File: src/rtl/gcd_pkg.sv
// Shared types and defaults for the GCD control FSM.
// The GCD_CTRL_TIMEOUT_EN build option adds the iteration-limit abort.
package gcd_pkg;

  localparam int unsigned MAX_ITER_DEF = 255;
  localparam int unsigned CNT_W_DEF    = 8;

  typedef enum logic [2:0] {
    IDLE = 3'd0,
    LOAD = 3'd1,
    CALC = 3'd2,
    DONE = 3'd3,
    ERR  = 3'd4
  } state_e;

  typedef struct packed {
    logic gt;
    logic lt;
    logic eq;
  } flags_t;

endpackage

File: src/rtl/gcd_controller_if.sv
// Handshake, datapath status and datapath control bundle
// between the GCD controller and its surroundings.
interface gcd_controller_if;

  logic start;
  logic a_gt_b;
  logic a_lt_b;
  logic a_eq_b;
  logic a_ld;
  logic b_ld;
  logic a_sel;
  logic b_sel;
  logic output_en;
  logic busy;
  logic done;
  logic err;

  modport master (
    input  start,
    input  a_gt_b,
    input  a_lt_b,
    input  a_eq_b,
    output a_ld,
    output b_ld,
    output a_sel,
    output b_sel,
    output output_en,
    output busy,
    output done,
    output err
  );

  modport slave (
    output start,
    output a_gt_b,
    output a_lt_b,
    output a_eq_b,
    input  a_ld,
    input  b_ld,
    input  a_sel,
    input  b_sel,
    input  output_en,
    input  busy,
    input  done,
    input  err
  );

endinterface

File: src/rtl/gcd_iter_counter.sv
// Saturating subtraction-step counter; clear wins over increment.
// Used by gcd_controller only when GCD_CTRL_TIMEOUT_EN is defined.
module gcd_iter_counter
  import gcd_pkg::*;
#(
  parameter int unsigned CNT_W    = CNT_W_DEF,
  parameter int unsigned MAX_ITER = MAX_ITER_DEF
) (
  input  logic clk,
  input  logic rst,
  input  logic clr_i,
  input  logic inc_i,
  output logic at_limit_o
);

  logic [CNT_W-1:0] cnt_q, cnt_d;

  assign at_limit_o = (cnt_q == CNT_W'(MAX_ITER));

  always_comb begin
    cnt_d = cnt_q;
    if (clr_i) begin
      cnt_d = '0;
    end else if (inc_i && !at_limit_o) begin
      cnt_d = cnt_q + 1'b1;
    end
  end

  always_ff @(posedge clk or negedge rst) begin
    if (!rst) begin
      cnt_q <= '0;
    end else begin
      cnt_q <= cnt_d;
    end
  end

endmodule

File: src/rtl/gcd_controller.sv
// Control FSM for the subtract-and-compare GCD datapath.
// Define GCD_CTRL_TIMEOUT_EN to abort after MAX_ITER subtractions.
module gcd_controller
  import gcd_pkg::*;
#(
  parameter int unsigned MAX_ITER = MAX_ITER_DEF,
  parameter int unsigned CNT_W    = CNT_W_DEF
) (
  input logic              clk,
  input logic              rst,
  gcd_controller_if.master bus
);

  state_e state_q, state_d;
  flags_t fl;
  logic   legal;
  logic   at_limit;

  if ((MAX_ITER >> CNT_W) != 0) begin : g_bad_cfg
    $error("CNT_W too narrow for MAX_ITER");
  end

  assign fl    = {bus.a_gt_b, bus.a_lt_b, bus.a_eq_b};
  assign legal = $onehot(fl);

`ifdef GCD_CTRL_TIMEOUT_EN
  logic cnt_clr;
  logic cnt_inc;

  assign cnt_clr = (state_q == IDLE) && bus.start;
  assign cnt_inc = (state_q == CALC) && legal
                && !fl.eq && !at_limit;

  gcd_iter_counter #(
    .CNT_W    (CNT_W),
    .MAX_ITER (MAX_ITER)
  ) u_cnt (
    .clk        (clk),
    .rst        (rst),
    .clr_i      (cnt_clr),
    .inc_i      (cnt_inc),
    .at_limit_o (at_limit)
  );
`else
  assign at_limit = 1'b0;
`endif

  always_ff @(posedge clk or negedge rst) begin
    if (!rst) begin
      state_q <= IDLE;
    end else begin
      state_q <= state_d;
    end
  end

  always_comb begin
    state_d       = state_q;
    bus.a_ld      = 1'b0;
    bus.b_ld      = 1'b0;
    bus.a_sel     = 1'b0;
    bus.b_sel     = 1'b0;
    bus.output_en = 1'b0;
    bus.busy      = 1'b0;
    bus.done      = 1'b0;
    bus.err       = 1'b0;
    unique case (state_q)
      IDLE: begin
        if (bus.start) state_d = LOAD;
      end
      LOAD: begin
        bus.a_ld = 1'b1;
        bus.b_ld = 1'b1;
        bus.busy = 1'b1;
        state_d  = CALC;
      end
      CALC: begin
        bus.busy = 1'b1;
        // a faulting cycle must not disturb A, B or the result
        if (!legal || (!fl.eq && at_limit)) begin
          state_d = ERR;
        end else begin
          unique case (1'b1)
            fl.eq: begin
              bus.output_en = 1'b1;
              state_d       = DONE;
            end
            fl.gt: begin
              bus.a_ld  = 1'b1;
              bus.a_sel = 1'b1;
            end
            fl.lt: begin
              bus.b_ld  = 1'b1;
              bus.b_sel = 1'b1;
            end
            default: ;
          endcase
        end
      end
      DONE: begin
        bus.done = 1'b1;
        state_d  = IDLE;
      end
      ERR: begin
        bus.done = 1'b1;
        bus.err  = 1'b1;
        state_d  = IDLE;
      end
      default: state_d = IDLE;
    endcase
  end

endmodule

File: src/flat_wrapper.sv
// flat-port wrapper written by rule: the top's interface ports become plain ports
module gcd_controller_flat import gcd_pkg::*;
#(
  parameter int unsigned MAX_ITER = MAX_ITER_DEF,
  parameter int unsigned CNT_W    = CNT_W_DEF
)
  (clk, rst, bus_start, bus_a_gt_b, bus_a_lt_b, bus_a_eq_b, bus_a_ld, bus_b_ld, bus_a_sel, bus_b_sel, bus_output_en, bus_busy, bus_done, bus_err);
  gcd_controller_if bus_i ();
  input logic clk;
  input logic rst;
  input wire logic [$bits(bus_i.start)-1:0] bus_start;
  input wire logic [$bits(bus_i.a_gt_b)-1:0] bus_a_gt_b;
  input wire logic [$bits(bus_i.a_lt_b)-1:0] bus_a_lt_b;
  input wire logic [$bits(bus_i.a_eq_b)-1:0] bus_a_eq_b;
  output wire logic [$bits(bus_i.a_ld)-1:0] bus_a_ld;
  output wire logic [$bits(bus_i.b_ld)-1:0] bus_b_ld;
  output wire logic [$bits(bus_i.a_sel)-1:0] bus_a_sel;
  output wire logic [$bits(bus_i.b_sel)-1:0] bus_b_sel;
  output wire logic [$bits(bus_i.output_en)-1:0] bus_output_en;
  output wire logic [$bits(bus_i.busy)-1:0] bus_busy;
  output wire logic [$bits(bus_i.done)-1:0] bus_done;
  output wire logic [$bits(bus_i.err)-1:0] bus_err;
  assign bus_i.start = bus_start;
  assign bus_i.a_gt_b = bus_a_gt_b;
  assign bus_i.a_lt_b = bus_a_lt_b;
  assign bus_i.a_eq_b = bus_a_eq_b;
  assign bus_a_ld = bus_i.a_ld;
  assign bus_b_ld = bus_i.b_ld;
  assign bus_a_sel = bus_i.a_sel;
  assign bus_b_sel = bus_i.b_sel;
  assign bus_output_en = bus_i.output_en;
  assign bus_busy = bus_i.busy;
  assign bus_done = bus_i.done;
  assign bus_err = bus_i.err;
  gcd_controller #(.MAX_ITER(MAX_ITER), .CNT_W(CNT_W)) u_core (.clk(clk), .rst(rst), .bus(bus_i));
endmodule
File: config.mk
export PLATFORM = sky130hd
export DESIGN_NAME = gcd_controller_flat
export DESIGN_NICKNAME = d
export VERILOG_FILES = /design/src/rtl/gcd_pkg.sv /design/src/rtl/gcd_controller_if.sv /design/src/rtl/gcd_iter_counter.sv /design/src/rtl/gcd_controller.sv /design/src/flat_wrapper.sv
export SDC_FILE = /design/constraint.sdc
export NUM_CORES = 1
export LEC_CHECK = 0
export CAP_MARGIN = 10
export CORE_AREA = 3 3 40 42
export CTS_CLUSTER_DIAMETER = 40
export CTS_CLUSTER_SIZE = 8
export DETAILED_ROUTE_END_ITERATION = 6
export DIE_AREA = 0 0 43 45
export PLACE_DENSITY = 0.57
export SYNTH_ARGS = -nofsm -noshare
export SYNTH_HDL_FRONTEND = slang
export SYNTH_SLANG_ARGS = --single-unit
export TNS_END_PERCENT = 1
File: constraint.sdc
create_clock -name clk -period 3.35 [get_ports clk]
set_clock_uncertainty 0.05 [all_clocks]
set_input_delay 0.8375 -clock clk [delete_from_list [all_inputs] [get_ports clk]]
set_output_delay 0.8375 -clock clk [all_outputs]
set_load 0.005 [all_outputs]
==> flow_summary.json <==
{
  "status": "finished clean",
  "synth_area_sq_um": 262,
  "die_x_um": 43,
  "wire_per_inst_um": 11.1,
  "final_util_pct": 38.4,
  "post-route-period-util_pct": 96.3,
  "syn_to_final_growth_pct": 88.5,
  "final_common_cell": "buf_4",
  "synthSimpleGateAreaFrac_pct": 41.1,
  "finalHoldViolCount": 0,
  "vias": 306,
  "p_leak_nw": 0.222,
  "synth_seq_cells": 3,
  "clock.fmax_mhz": 310,
  "synth_top_family_by_area": "simple AND/OR/NAND/NOR gates",
  "synth_warnings": 0,
  "final_nets": 60,
  "tightest_slew_ps": 443,
  "clock_latency_ps": 240,
  "largest_reg_flops": 3,
  "track_usage_pct": 8.95,
  "cp.required_ps": 2460,
  "ctsHoldBuffers": 0,
  "endpoint_kind": "output pin",
  "die-area_sq_um": 1940,
  "dr.first_iter.drc_count": 1,
  "synth.area.mux_share_pct": 0,
  "gr-total-overflow": 0,
  "clockBufferDepth": 2,
  "numCtsBuffers": 3,
  "drtAntennaViolNets": 0,
  "antenna_found_initial": 0,
  "crit_type": "in2out",
  "dp.cells": 58,
  "maxCapViolations": 0,
  "worstPathMaxFanout": 4,
  "fp.dieH_um": 45,
  "drc_errors": 0,
  "grt_pass1_vias": 301,
  "synth-seq-area-share_pct": 28.7,
  "syn_nets": 35,
  "synthCells": 28,
  "dr.pass1.iters": 4,
  "synth_xor_area_share_pct": 0,
  "rows": 13,
  "grt_max_degree": 13,
  "cts_tree": "built",
  "setup_violations": 0,
  "start_kind": "input port",
  "synth-compound-area-share_pct": 16.3,
  "synth_fa_ha_area_share_pct": 7.66,
  "ioPinCount": 14,
  "final_cell_mix": "buf_4, nand2b_1, clkdlybuf4s50_1",
  "clock-sinks": 3,
  "worst_slack_ps": 125,
  "dp_hpwl_um": 492,
  "p_per_area_nw_per_um2": 579,
  "synth_area_per_cell_sq_um": 9.34,
  "top_register": "u_core.state_q",
  "finalNonFillerCells": 67,
  "core-area_sq_um": 1280,
  "grt_pass1_wl_um": 1250,
  "rsz0062_at_grt": "no",
  "n_antenna_cell": 0,
  "period_needed_ps": 3230,
  "reg_top3": "u_core.state_q: 3 flops",
  "initial_core_util_pct": 20.4,
  "hold_slack_ps": 498,
  "port_buffers": 13,
  "drive_above_1_share_pct": 44.2,
  "slew_headroom_pct": 70.4,
  "clk_pin_slew_ps": 40,
  "cts_htree_levels": 1,
  "post-place-ws_ps": -387,
  "wl_um": 747,
  "hp-class": "reg2reg",
  "root_buffer": "clkbuf_4",
  "arrival_ps": 2340,
  "power_mw": 0.285,
  "vias_per_cell": 4.57,
  "ir_worst_vdd_uv": 314,
  "drv_slew": 0,
  "gp_congestion": 0.679,
  "ys_types": 17
}
[path summary, 6_finish.rpt]
kind	slack [ps]	endpoint	cells past startpoint	startpoint
worst max register to register	2200	u_core.state_q[1]	3	u_core.state_q[0]
min in group asynchronous	740	u_core.state_q[2]	1	rst
worst min register to register	500	u_core.state_q[0]	1	u_core.state_q[0]
worst min-delay path	500	u_core.state_q[0]	1	u_core.state_q[0]
max in group asynchronous	2370	u_core.state_q[1]	1	rst
worst max-delay path	120	bus_b_sel	7	bus_a_lt_b
[metal layers]
layer / global-route usage [%] / vias up / routed length, um
met5: 0 / - / 0
met4: 5.42 / 0 / 0
met3: 4.38 / 0 / 81
met2: 13.5 / 15 / 351
met1: 10.2 / 144 / 314
li1: - / 147 / -
[through the flow]
step	TNS (ps)	area [sq um]
6_report	0	493
5_1_grt	0	493
4_1_cts	0	493
3_5_place_dp	-1860	428
3_3_place_gp	-1800	428
2_1_floorplan	0	262
[synthesized netlist by cell type]
cell,number,area (sq um)
buf_2,1,5.00
o21bai_1,1,7.51
nand4b_1,1,8.76
dfrtp_1,3,75.1
nand4bb_4,1,27.5
nor2b_1,1,6.26
nor4b_1,1,8.76
a21oi_1,2,10.0
fa_1,1,20.0
inv_1,3,11.3
o22ai_1,2,12.5
a211oi_2,1,12.5
nor3b_1,1,7.51
nor2_1,1,3.75
nand2b_1,5,31.3
nor3_1,2,10.0
nand2_1,1,3.75
[what timing repair did]
action / in CTS / in global routing
resized for setup: 29 / 0
setup endpoints to repair: 5 / 0
setup buffers: 5 / 0
[cells by family (layout without fill, tap and decap cells)]
group                    Yosys count  in the layout
AO/OA/AOI/OAI                      6              6
buffers and inverters              4             28
AND/OR/NAND/NOR                   14             14
flip-flops                         3              3
adder cells (fa/ha/maj)            1              1
[critical path, stage by stage]
cell and delay (ps):
dlygate4sd2_1 220, inv_1 60, fa_1 510, nand4bb_4 280, buf_6 140, nor2_1 80, clkdlybuf4s15_2 200
[power by group]
part / total [mW] / leakage (nW) / internal, mW / switching [mW]
logic: 0.138 / 0.167 / 0.0912 / 0.0467
registers: 0.0822 / 0.0394 / 0.0488 / 0.0334
clock network: 0.0651 / 0.0150 / 0.0447 / 0.0204
[layout make-up]
class	instances	area, sq um
fill	148	792
tap	15	18.8
sequential	3	75.1
clock buffer	4	26.3
multi-input combinational	21	186
inverter	3	11.3
timing repair buffer	21	175
No activity file was read; power rests on OpenSTA's default activity.
